$ cat src/rtl/uart_rx_fifo_pkg.sv
// Shared types and constants for the uart_rx_fifo receiver.
// Optional break detection is selected with the macro UART_RX_BREAK_DET_EN;
// it adds the BREAK state to rx_state_t.
package uart_pkg;

  // Legal oversampling ratios
  localparam int UART_OS_8  = 8;
  localparam int UART_OS_16 = 16;

  // Receiver frame states; BREAK exists only when break detection is built in
  typedef enum logic [2:0] {
    IDLE,
    START,
    DATA,
    PARITY,
    STOP1,
    STOP2
`ifdef UART_RX_BREAK_DET_EN
    , BREAK
`endif
  } rx_state_t;

  // Width of the tick counter for a legal oversampling ratio
  function automatic int os_cnt_width(input int os);
    return (os == UART_OS_8) ? 3 : 4;
  endfunction

endpackage

$ cat src/rtl/uart_rx_fifo_if.sv
// Read-side handshake of the receive FIFO.
// valid/ready: the head entry transfers on every clk edge where rx_valid and
// rx_ready are both high; while rx_valid && !rx_ready the head is held stable.
interface uart_rx_fifo_if #(
  parameter int DATA_BITS = 8
);
  logic [DATA_BITS-1:0] rx_data;
  logic                 rx_frame_err;
  logic                 rx_parity_err;
  logic                 rx_valid;
  logic                 rx_ready;

  modport master (
    output rx_data, rx_frame_err, rx_parity_err, rx_valid,
    input  rx_ready
  );

  modport slave (
    input  rx_data, rx_frame_err, rx_parity_err, rx_valid,
    output rx_ready
  );
endinterface

$ cat src/rtl/uart_rx_fifo_sync_fifo.sv
// Synchronous FIFO with a registered head output.
// Pointers carry one extra wrap bit so full and empty are distinguishable.
// The head register tracks the entry that will be at the front after each
// edge and holds its last value once the FIFO drains.
module sync_fifo #(
  parameter int WIDTH = 10,
  parameter int DEPTH = 4
) (
  input  logic                   clk,
  input  logic                   rst_n,
  input  logic                   push,
  input  logic [WIDTH-1:0]       wdata,
  input  logic                   pop,
  output logic [WIDTH-1:0]       rdata,
  output logic                   empty,
  output logic                   full,
  output logic [$clog2(DEPTH):0] level
);

  localparam int AW = $clog2(DEPTH);
  localparam int PW = AW + 1;

  logic [PW-1:0]    wr_ptr_q, wr_ptr_d;
  logic [PW-1:0]    rd_ptr_q, rd_ptr_d;
  logic [WIDTH-1:0] head_q, head_d;
  logic [WIDTH-1:0] mem_q [DEPTH];
  logic [PW-1:0]    nxt_level;
  logic             push_ok;
  logic             pop_ok;

  assign empty   = (wr_ptr_q == rd_ptr_q);
  assign full    = (wr_ptr_q[AW] != rd_ptr_q[AW]) &&
                   (wr_ptr_q[AW-1:0] == rd_ptr_q[AW-1:0]);
  assign level   = wr_ptr_q - rd_ptr_q;
  assign pop_ok  = pop && !empty;
  // A full FIFO still accepts a write when the same edge frees a slot
  assign push_ok = push && (!full || pop_ok);
  assign rdata   = head_q;

  // Next pointers and next head entry, bypassing the write data when the
  // slot being written becomes the new head
  always_comb begin
    wr_ptr_d  = wr_ptr_q + PW'(push_ok);
    rd_ptr_d  = rd_ptr_q + PW'(pop_ok);
    nxt_level = wr_ptr_d - rd_ptr_d;
    head_d    = head_q;
    if (nxt_level != '0) begin
      if (push_ok && (wr_ptr_q[AW-1:0] == rd_ptr_d[AW-1:0])) begin
        head_d = wdata;
      end else begin
        head_d = mem_q[rd_ptr_d[AW-1:0]];
      end
    end
  end

  // Pointer and head registers
  always_ff @(posedge clk or negedge rst_n) begin
    if (!rst_n) begin
      wr_ptr_q <= '0;
      rd_ptr_q <= '0;
      head_q   <= '0;
    end else begin
      wr_ptr_q <= wr_ptr_d;
      rd_ptr_q <= rd_ptr_d;
      head_q   <= head_d;
    end
  end

  // Storage array; contents are only read once written, so no reset
  always_ff @(posedge clk) begin
    if (push_ok) begin
      mem_q[wr_ptr_q[AW-1:0]] <= wdata;
    end
  end

endmodule

$ cat src/rtl/uart_rx_fifo.sv
// Oversampled UART receiver feeding a receive FIFO.
// Parameters: DATA_BITS (5..9), OVERSAMPLE (8 or 16), FIFO_DEPTH (2..16, pow2).
// Optional break detection: define UART_RX_BREAK_DET_EN to add rx_break and
// the BREAK state; otherwise an all-zero frame is stored with frame_err set.
module uart_rx_fifo
  import uart_pkg::*;
#(
  parameter int DATA_BITS  = 8,
  parameter int OVERSAMPLE = 16,
  parameter int FIFO_DEPTH = 4
) (
  input  logic                        clk,
  input  logic                        rst_n,
  input  logic                        os_tick,
  input  logic                        rx,
  input  logic                        cfg_parity_en,
  input  logic                        cfg_parity_odd,
  input  logic                        cfg_stop2,
  uart_rx_fifo_if.master              rd,
  output logic                        rx_overrun,
  input  logic                        clr_overrun,
  output logic [$clog2(FIFO_DEPTH):0] fifo_level,
`ifdef UART_RX_BREAK_DET_EN
  output logic                        rx_break,
`endif
  output rx_state_t                   dbg_state
);

  localparam int OS_W = os_cnt_width(OVERSAMPLE);
  localparam int BI_W = $clog2(DATA_BITS);
  localparam int EW   = DATA_BITS + 2;

  localparam logic [OS_W-1:0] OS_MID  = OS_W'(OVERSAMPLE/2 - 1);
  localparam logic [OS_W-1:0] OS_LAST = OS_W'(OVERSAMPLE - 1);
  localparam logic [BI_W-1:0] BIT_LAST = BI_W'(DATA_BITS - 1);

  // One received character as stored in the FIFO
  typedef struct packed {
    logic                 frame_err;
    logic                 parity_err;
    logic [DATA_BITS-1:0] data;
  } rx_entry_t;

  // Synchroniser
  logic [1:0] sync_q, sync_d;
  logic       rxs;

  // Frame state machine
  rx_state_t            state_q, state_d;
  logic [OS_W-1:0]      os_cnt_q, os_cnt_d;
  logic [BI_W-1:0]      bit_idx_q, bit_idx_d;
  logic [DATA_BITS-1:0] shift_q, shift_d;
  logic                 par_err_q, par_err_d;
  logic                 frame_err_q, frame_err_d;
  logic                 par_en_q, par_en_d;
  logic                 par_odd_q, par_odd_d;
  logic                 stop2_q, stop2_d;
`ifdef UART_RX_BREAK_DET_EN
  logic                 par_bit_q, par_bit_d;
  logic                 stop_zero_q, stop_zero_d;
  logic                 rx_break_q, rx_break_d;
  logic                 body_zero;
  logic                 is_break;
`endif

  // Frame completion and FIFO write
  logic                 frame_done;
  logic                 done_frame_err;
  logic                 fifo_push;
  rx_entry_t            push_entry;
  rx_entry_t            head;
  logic [EW-1:0]        fifo_head;
  logic                 fifo_empty;
  logic                 fifo_full;
  logic                 pop_ok;

  // Overrun
  logic                 rx_overrun_q, rx_overrun_d;

  assign sync_d = {sync_q[0], rx};
  assign rxs    = sync_q[1];

  // Two-flop synchroniser on the raw line, idles high out of reset
  always_ff @(posedge clk or negedge rst_n) begin
    if (!rst_n) begin
      sync_q <= 2'b11;
    end else begin
      sync_q <= sync_d;
    end
  end

  // Next-state logic; everything advances only on os_tick
  always_comb begin
    state_d        = state_q;
    os_cnt_d       = os_cnt_q;
    bit_idx_d      = bit_idx_q;
    shift_d        = shift_q;
    par_err_d      = par_err_q;
    frame_err_d    = frame_err_q;
    par_en_d       = par_en_q;
    par_odd_d      = par_odd_q;
    stop2_d        = stop2_q;
    frame_done     = 1'b0;
    done_frame_err = 1'b0;
`ifdef UART_RX_BREAK_DET_EN
    par_bit_d      = par_bit_q;
    stop_zero_d    = stop_zero_q;
    rx_break_d     = 1'b0;
    body_zero      = (shift_q == '0) && (!par_en_q || !par_bit_q);
    is_break       = 1'b0;
`endif
    if (os_tick) begin
      case (state_q)
        IDLE: begin
          os_cnt_d = '0;
          if (!rxs) state_d = START;
        end
        START: begin
          if (os_cnt_q == OS_MID) begin
            os_cnt_d = '0;
            if (!rxs) begin
              // Start bit confirmed: freeze the line configuration
              bit_idx_d   = '0;
              par_err_d   = 1'b0;
              frame_err_d = 1'b0;
              par_en_d    = cfg_parity_en;
              par_odd_d   = cfg_parity_odd;
              stop2_d     = cfg_stop2;
              state_d     = DATA;
            end else begin
              state_d = IDLE;
            end
          end else begin
            os_cnt_d = os_cnt_q + OS_W'(1);
          end
        end
        DATA: begin
          if (os_cnt_q == OS_LAST) begin
            os_cnt_d           = '0;
            shift_d[bit_idx_q] = rxs;
            if (bit_idx_q == BIT_LAST) begin
              state_d = par_en_q ? PARITY : STOP1;
            end else begin
              bit_idx_d = bit_idx_q + BI_W'(1);
            end
          end else begin
            os_cnt_d = os_cnt_q + OS_W'(1);
          end
        end
        PARITY: begin
          if (os_cnt_q == OS_LAST) begin
            os_cnt_d  = '0;
            par_err_d = (^shift_q) ^ rxs ^ par_odd_q;
`ifdef UART_RX_BREAK_DET_EN
            par_bit_d = rxs;
`endif
            state_d   = STOP1;
          end else begin
            os_cnt_d = os_cnt_q + OS_W'(1);
          end
        end
        STOP1: begin
          if (os_cnt_q == OS_LAST) begin
            os_cnt_d    = '0;
            frame_err_d = ~rxs;
`ifdef UART_RX_BREAK_DET_EN
            stop_zero_d = ~rxs;
`endif
            if (stop2_q) begin
              state_d = STOP2;
            end else begin
              // Finish at mid-stop so a following start edge is not missed
              frame_done     = 1'b1;
              done_frame_err = ~rxs;
`ifdef UART_RX_BREAK_DET_EN
              is_break       = body_zero && !rxs;
`endif
            end
          end else begin
            os_cnt_d = os_cnt_q + OS_W'(1);
          end
        end
        STOP2: begin
          if (os_cnt_q == OS_LAST) begin
            os_cnt_d       = '0;
            frame_done     = 1'b1;
            done_frame_err = frame_err_q | ~rxs;
            frame_err_d    = done_frame_err;
`ifdef UART_RX_BREAK_DET_EN
            is_break       = body_zero && stop_zero_q && !rxs;
`endif
          end else begin
            os_cnt_d = os_cnt_q + OS_W'(1);
          end
        end
`ifdef UART_RX_BREAK_DET_EN
        BREAK: begin
          // Hold off until the line has returned to idle
          os_cnt_d = '0;
          if (rxs) state_d = IDLE;
        end
`endif
        default: begin
          os_cnt_d = '0;
          state_d  = IDLE;
        end
      endcase
    end
    if (frame_done) begin
      state_d = IDLE;
`ifdef UART_RX_BREAK_DET_EN
      if (is_break) begin
        rx_break_d = 1'b1;
        state_d    = BREAK;
      end
`endif
    end
  end

  // Frame state machine registers
  always_ff @(posedge clk or negedge rst_n) begin
    if (!rst_n) begin
      state_q     <= IDLE;
      os_cnt_q    <= '0;
      bit_idx_q   <= '0;
      shift_q     <= '0;
      par_err_q   <= 1'b0;
      frame_err_q <= 1'b0;
      par_en_q    <= 1'b0;
      par_odd_q   <= 1'b0;
      stop2_q     <= 1'b0;
`ifdef UART_RX_BREAK_DET_EN
      par_bit_q   <= 1'b0;
      stop_zero_q <= 1'b0;
      rx_break_q  <= 1'b0;
`endif
    end else begin
      state_q     <= state_d;
      os_cnt_q    <= os_cnt_d;
      bit_idx_q   <= bit_idx_d;
      shift_q     <= shift_d;
      par_err_q   <= par_err_d;
      frame_err_q <= frame_err_d;
      par_en_q    <= par_en_d;
      par_odd_q   <= par_odd_d;
      stop2_q     <= stop2_d;
`ifdef UART_RX_BREAK_DET_EN
      par_bit_q   <= par_bit_d;
      stop_zero_q <= stop_zero_d;
      rx_break_q  <= rx_break_d;
`endif
    end
  end

`ifdef UART_RX_BREAK_DET_EN
  assign rx_break  = rx_break_q;
  assign fifo_push = frame_done && !is_break;
`else
  assign fifo_push = frame_done;
`endif

  assign push_entry.frame_err  = done_frame_err;
  assign push_entry.parity_err = par_err_q;
  assign push_entry.data       = shift_q;

  assign pop_ok = rd.rx_valid && rd.rx_ready;

  sync_fifo #(
    .WIDTH (EW),
    .DEPTH (FIFO_DEPTH)
  ) u_fifo (
    .clk   (clk),
    .rst_n (rst_n),
    .push  (fifo_push),
    .wdata (push_entry),
    .pop   (rd.rx_ready),
    .rdata (fifo_head),
    .empty (fifo_empty),
    .full  (fifo_full),
    .level (fifo_level)
  );

  assign head             = fifo_head;
  assign rd.rx_data       = head.data;
  assign rd.rx_frame_err  = head.frame_err;
  assign rd.rx_parity_err = head.parity_err;
  assign rd.rx_valid      = !fifo_empty;

  // A new drop takes priority over a clear in the same clk
  always_comb begin
    rx_overrun_d = rx_overrun_q;
    if (clr_overrun) rx_overrun_d = 1'b0;
    if (fifo_push && fifo_full && !pop_ok) rx_overrun_d = 1'b1;
  end

  // Sticky overrun flag
  always_ff @(posedge clk or negedge rst_n) begin
    if (!rst_n) begin
      rx_overrun_q <= 1'b0;
    end else begin
      rx_overrun_q <= rx_overrun_d;
    end
  end

  assign rx_overrun = rx_overrun_q;
  assign dbg_state  = state_q;

endmodule

$ cat src/flat_wrapper.sv
// flat-port wrapper written by rule: the top's interface ports become plain ports
module uart_rx_fifo_flat import uart_pkg::*;
#(
  parameter int DATA_BITS  = 8,
  parameter int OVERSAMPLE = 16,
  parameter int FIFO_DEPTH = 4
)
  (clk, rst_n, os_tick, rx, cfg_parity_en, cfg_parity_odd, cfg_stop2, rx_overrun, clr_overrun, fifo_level, dbg_state, rd_rx_data, rd_rx_frame_err, rd_rx_parity_err, rd_rx_valid, rd_rx_ready);
  uart_rx_fifo_if #(.DATA_BITS(DATA_BITS)) rd_i ();
  input  logic clk;
  input  logic rst_n;
  input  logic os_tick;
  input  logic rx;
  input  logic cfg_parity_en;
  input  logic cfg_parity_odd;
  input  logic cfg_stop2;
  output logic rx_overrun;
  input  logic clr_overrun;
  output logic [$clog2(FIFO_DEPTH):0] fifo_level;
  output rx_state_t dbg_state;
  output wire logic [$bits(rd_i.rx_data)-1:0] rd_rx_data;
  output wire logic [$bits(rd_i.rx_frame_err)-1:0] rd_rx_frame_err;
  output wire logic [$bits(rd_i.rx_parity_err)-1:0] rd_rx_parity_err;
  output wire logic [$bits(rd_i.rx_valid)-1:0] rd_rx_valid;
  input wire logic [$bits(rd_i.rx_ready)-1:0] rd_rx_ready;
  assign rd_rx_data = rd_i.rx_data;
  assign rd_rx_frame_err = rd_i.rx_frame_err;
  assign rd_rx_parity_err = rd_i.rx_parity_err;
  assign rd_rx_valid = rd_i.rx_valid;
  assign rd_i.rx_ready = rd_rx_ready;
  uart_rx_fifo #(.DATA_BITS(DATA_BITS), .OVERSAMPLE(OVERSAMPLE), .FIFO_DEPTH(FIFO_DEPTH)) u_core (.clk(clk), .rst_n(rst_n), .os_tick(os_tick), .rx(rx), .cfg_parity_en(cfg_parity_en), .cfg_parity_odd(cfg_parity_odd), .cfg_stop2(cfg_stop2), .rd(rd_i), .rx_overrun(rx_overrun), .clr_overrun(clr_overrun), .fifo_level(fifo_level), .dbg_state(dbg_state));
endmodule
$ cat config.mk
export PLATFORM = sky130hd
export DESIGN_NAME = uart_rx_fifo_flat
export DESIGN_NICKNAME = d
export VERILOG_FILES = /design/src/rtl/uart_rx_fifo_pkg.sv /design/src/rtl/uart_rx_fifo_if.sv /design/src/rtl/uart_rx_fifo_sync_fifo.sv /design/src/rtl/uart_rx_fifo.sv /design/src/flat_wrapper.sv
export SDC_FILE = /design/constraint.sdc
export NUM_CORES = 1
export LEC_CHECK = 0
export BUFFER_PORTS_ARGS = -buffer_cell sky130_fd_sc_hd__buf_2
export CORE_AREA = 2 2 93 95
export CTS_CLUSTER_SIZE = 16
export DETAILED_ROUTE_END_ITERATION = 10
export DIE_AREA = 0 0 95 97
export HOLD_SLACK_MARGIN = 0.03
export PLACE_DENSITY = 0.74
export SLEW_MARGIN = 20
export SYNTH_ARGS = -nofsm -noshare
export SYNTH_HDL_FRONTEND = slang
export SYNTH_SLANG_ARGS = --single-unit
$ cat constraint.sdc
create_clock -name clk -period 4.5 [get_ports clk]
set_input_delay 1.35 -clock clk [delete_from_list [all_inputs] [get_ports clk]]
set_output_delay 1.35 -clock clk [all_outputs]
set_load 0.02 [all_outputs]
; ---- Word level (Yosys, flattened, before mapping)
; Memory sizes are Yosys's and may differ from the RTL's. A register that Yosys moved wholly into a read port is not among the register bits.
; Cells that the tools add are included.
; W data, S select, Z words.
[word_totals]
regBits = 32
memories = 1
ramBits = 40
word_cells = 122
output_inout_bits = 18
[classes]
reduce_logical = 26
eq_ne = 26
bitwise = 4
n_addsub = 6
order_cmp = 2
muxes = 44
[mem_list]
columns = memory, words, word_bits, rd, rd_ports_with_merged_regs, wr, line
row1 = u_core.u_fifo.mem_q, 4, 10, 1, 1, 1, uart_rx_fifo_sync_fifo.sv:26  ; logic [WIDTH-1:0] mem_q [DEPTH];
[op_table]
columns = operator, count
row1 = $mux W3, 14
row2 = $mux W1, 18
row3 = $ne A3 B1 Y1 const B, 6
row4 = $pmux W3 S6, 1
row5 = $ne A2 B1 Y1 const B, 6
row6 = $reduce_and A6 Y1, 2
row7 = $eq A3 B3 Y1 const B, 3
row8 = $reduce_and A9 Y1, 1
row9 = $bwmux W8, 1
row10 = $mux W4, 2
row11 = $pmux W4 S2, 1
row12 = $reduce_bool A2 Y1, 4
row13 = $reduce_xor A8 Y1, 1
row14 = $add A3 B1 Y3, 2
row15 = $eq A3 B2 Y1 const B, 2
row16 = $logic_and A1 B1 Y1, 6
row17 = $pmux W1 S2, 3
row18 = $pmux W3 S2, 1
row19 = $reduce_bool A3 Y1, 2
row20 = $sub A3 B3 Y3, 2
row21 = $reduce_and A5 Y1, 1
row22 = $add A4 B1 Y4 const B, 1
row23 = $eq A4 B3 Y1 const B, 1
row24 = $eq A4 B4 Y1 const B, 1
row25 = 21 further kinds, 26

; ---- Logic depth before layout (Yosys ltp)
[depth]
word_depth = 8
depth_mapped = 16
ltp_nobuf = 14

; ---- Modules after synthesis
; Synthesis repeated with hierarchy kept, for this count alone.
[hier_totals]
cells_unflattened = 300
area_unflattened_um2 = 3916.3
[by_module_without_submodules]
columns = mod, n_inst, area_per_inst_um2, cells_per_inst, seq_area_each_um2
row1 = sync_fifo, 1, 2382.3, 153, 1601.5
row2 = uart_rx_fifo, 1, 1534.0, 147, 653.1

; ---- Worst setup path after synthesis
; No wires, ideal clock.
[synth_path]
path_kind = in2reg
startpoint = in rd_rx_ready
endpoint = reg u_core.u_fifo.head_q[0] (netlist: u_core.u_fifo.rdata[0]), read port of u_core.u_fifo.mem_q
path_stages = 12
setup_time_ps = 125
setup_slack_ps = 699
n_path_buf = 1
t_arrival_ps = 3676
cell_sequence = or3_1 -> nand2_1 -> inv_1 -> ha_1 -> ha_1 -> ha_1 -> nor2b_1 -> xnor2_1 -> xor2_1 -> and3_1 -> clkbuf_2 -> mux2_2
[synth_between]
elab_chain_len = 6
elab_cells_between_ends = 7
cone_classes = add/sub (3) / reduce/logical (4)
[synth_rtl]
columns = element, line
row1 = from (decl), flat_wrapper.sv:25  ; input wire logic [$bits(rd_i.rx_ready)-1:0] rd_rx_ready;
row2 = $logic_and A1 B1 Y1, uart_rx_fifo_sync_fifo.sv:35  ; assign pop_ok = pop && !empty;
row3 = $logic_or A1 B1 Y1, uart_rx_fifo_sync_fifo.sv:37  ; assign push_ok = push && (!full || pop_ok);
row4 = $logic_and A1 B1 Y1, uart_rx_fifo_sync_fifo.sv:37
row5 = $add A3 B1 Y3, uart_rx_fifo_sync_fifo.sv:43  ; wr_ptr_d = wr_ptr_q + PW'(push_ok);
row6 = via u_core.u_fifo.wr_ptr_d[1], uart_rx_fifo_sync_fifo.sv:23  ; logic [PW-1:0] wr_ptr_q, wr_ptr_d;
row7 = $sub A3 B3 Y3, uart_rx_fifo_sync_fifo.sv:45  ; nxt_level = wr_ptr_d - rd_ptr_d;
row8 = $reduce_bool A3 Y1, uart_rx_fifo_sync_fifo.sv:47  ; if (nxt_level != '0) begin
row9 = to (decl), uart_rx_fifo_sync_fifo.sv:25  ; logic [WIDTH-1:0] head_q, head_d;
; The timed path passes the listed nets, and every way through them passes these cells.
; A chain may end at the register's enable or synchronous reset.

; ---- Worst setup path in the final report
[layout_path]
startpoint = in rd_rx_ready
endpoint = reg u_core.u_fifo.head_q[9] (netlist: u_core.u_fifo.rdata[9]), read port of u_core.u_fifo.mem_q
; Same word-level chain as after synthesis.

==> reports/summary.txt <==
# H-tree levels = 3
synthesized net count = 308
WP data arrival = 4.05 ns
DPL Wire Length = 4636 µm
Total GRT Usage = 16.50%
Port Buffers = 26
actual slew at the worst max-slew pin = 0.9608 ns
clk_lat worst skew = 0.36 ns
core footprint = 8134 µm²
Peak VDD IR = 0.0003378 V
DR vias/cell = 5.444
Synth area leaders = edfxtp_1 31%, dfrtp_1 26%, mux2_2 9.3%
Crit-path slowest cell = and3_1
ys flop type = edfxtp_1
final-layout fill cell count = 682
Final Instance Area = 4343 µm²
# rows = 33
Max Transition Viols Final = 0
post-CTS sizing = 0
Hold Crit Class = reg -> reg
pwr dens = 591.8 nW/µm²
Hold Fails Final Rpt = 0
RSZ-0062 raised after global routing = false
Tmin final = 3.802 ns
crit path cell chain = buf_2 > or3_1 > nand2_1 > inv_1 > ha_1 > ha_1 > ha_1 > nor2b_1 > xnor2_1 > xor2_1 > and3_1 > mux2_2
Worst setup SP type = primary input
multi-input gate area in the final layout = 1520 µm²
# nets final = 342
clk root buf = clkbuf_8
Max Cap Viol = 0
Worst R2R Setup Slack = 0.78 ns
run status = completed
number of distinct library cells after synthesis = 49
# setup viols final = 0
reg2reg end = u_core.u_fifo.rdata[9]$_DFFE_PN0P_
top post-synthesis cells by count = 40 x dfrtp_1, 40 x edfxtp_1, 32 x mux2_2
area of placed instances = 4149 µm²
crit-path max FO = 10
largest delay contributor family on the critical path = simple AND/OR/NAND/NOR gates
hold-fix buffers at CTS = 0
Synth top area share = 30.96%
CP Data Required Time = 4.75 ns
slew margin rel. = 35.95%
total number of vias = 2341
slowest cell delay on critical path = 0.46 ns
initial core utilization = 47.70%
yosys warns = 0
share of cells above drive strength 1 = 29.23%
leading area contributor after synthesis = edfxtp_1
worst path buffer plus inverter count = 2
crit end category = flop
setup TNS = 0 ns
R2R cell count = 14
min-delay src = u_core.sync_q[0]$_DFF_PN1_
CTS sink count = 82
post-synthesis sequential area ratio = 58.11%
largest net degree at the start of global routing = 43
DP Worst Slack = 0.2796 ns
CTS clock-pin slew for the worst setup and hold paths = 0.09 ns
fin crit share = 84.49%
first-pass GRT wire length = 11500 µm
leakage = 1.709 nW
Initial DRC Count = 103
fraction of registers with async set/reset = 51.22%
DIE HEIGHT = 97 µm
Max Clk Rate = 0.2630 GHz
remaining antenna violation count = 0
number of flops mapped to enable cells by yosys = 40
Residual DRC = 0
Max Root-Sink Buffers = 2
drt total wl = 6816 µm
initial antenna violation count = 0
FF-to-FF Start = u_core.dbg_state[1]$_DFFE_PN0P_
Syn Inst Count = 286
CTS tree = done
setup ws final = 0.6979 ns
number of global-route vias before repair = 2349
Yosys reg bits = 82
Die X = 95 µm
area grow syn2layout = 11.93%
crit path kind = in -> reg
WL per Instance = 15.85 µm
Mapped Avg Cell Area = 13.57 µm²
io pins = 27
GR Overflow Total = 0
ANT cells = 0
1st-pass router iterations = 4
synthesized area = 3880 µm²
Hold Path Depth = 0
GPL Wtd Cong = 0.8100
Post-CTS Setup Inserts = 0
Inserted Clock Buffers = 9
Clock Skews = 0.008977 ns
most frequent CP cell = ha_1
hold-critical path endpoint = u_core.sync_q[1]$_DFF_PN1_
register area = 2255 µm²
die area = 9215 µm²
## through the flow
stage,power (W),instances,hold slack [ns],utilization [%]
2_1_floorplan,0.001835,286,0.3452,-
3_3_place_gp,0.002051,414,0.3473,51.01
3_5_place_dp,0.002079,414,0.3482,51.01
4_1_cts,0.002607,430,0.3620,53.39
5_1_grt,0.002765,430,0.3643,53.39
6_report,0.002570,430,0.3594,53.39
## cells by family after synthesis
group	after synthesis	share of synthesized area, %
DFF	82	58.11
and+or+nand+nor	73	10.16
muxes	43	15.35
AOI/OAI and AO/OA	31	5.225
buffers and inverters	26	2.709
xor gates and xnor gates	18	4.063
adders and majority gates	13	4.386
## state kept, by name, summed over array words and instances (netlist names)
| register | flops |
|---|---|
| u_core.par_en_q | 1 |
| u_core.u_fifo.mem_q | 40 |
| u_core.u_fifo.rdata | 10 |
| u_core.rx_overrun | 1 |
| u_core.shift_q | 8 |
| u_core.frame_err_q | 1 |
| u_core.os_cnt_q | 4 |
| u_core.dbg_state | 3 |
| u_core.par_odd_q | 1 |
| u_core.stop2_q | 1 |
| u_core.par_err_q | 1 |
| u_core.sync_q | 2 |
| u_core.bit_idx_q | 3 |
| u_core.u_fifo.wr_ptr_q | 3 |
| u_core.u_fifo.rd_ptr_q | 3 |
## final cells by class
class                           count  share of cell area (%)
Clock inverter                      7                   1.613
Timing Repair Buffer               33                   4.206
Sequential cell                    82                   51.92
Tap cell                          105                   3.025
Inverter                           16                   1.383
Clock buffer                        9                   2.852
Multi-Input combinational cell    178                   35.00
## layer usage
layer | track usage [%] | part of all wire [%]
met5 | 0 | 0
met3 | 4.128 | 4.4
met2 | 25.91 | 49
met1 | 21.69 | 45
met4 | 7.023 | 1.9
## how the worst max path moves through the flow
stage	startpoint	endpoint	slack [ns]	cells after the start
after floorplan	rd_rx_ready	u_core.u_fifo.rdata[0]$_DFFE_PN0P_	0.70	12
after global placement	rd_rx_ready	u_core.u_fifo.rdata[4]$_DFFE_PN0P_	0.40	12
after detailed placement	rd_rx_ready	u_core.u_fifo.rdata[9]$_DFFE_PN0P_	0.28	12
after CTS	rd_rx_ready	u_core.u_fifo.rdata[9]$_DFFE_PN0P_	0.68	12
after global routing	rd_rx_ready	u_core.u_fifo.rdata[8]$_DFFE_PN0P_	0.57	12
final	rd_rx_ready	u_core.u_fifo.rdata[9]$_DFFE_PN0P_	0.70	12
## power breakdown
group | internal, W | switching [W] | total (W)
clock | 0.000217 | 0.000303 | 0.000519
combinational | 0.000511 | 0.000551 | 0.00106
sequential | 0.000880 | 0.000109 | 0.000989
## layout by cell type (no fill, tap or decap), types with 2 or more instances in the layout
master and instances:
mux2_2 32, dfrtp_1 40, o21ai_0 13, xnor2_1 14, clkbuf_8 9, edfxtp_1 40, o31ai_1 2, mux4_2 10
nand4_1 2, nand2_1 20, inv_1 16, and2_1 3, nor3b_1 2, inv_6 4, and3_1 4, nor2_1 14
buf_2 26, buf_4 7, nor3_1 5, or3_1 3, nand2b_1 4, xor2_1 4, a21oi_1 4, dfstp_2 2
ha_1 12, nor2b_1 4, nand3_1 5
No activity file was read; power rests on OpenSTA's default activity.
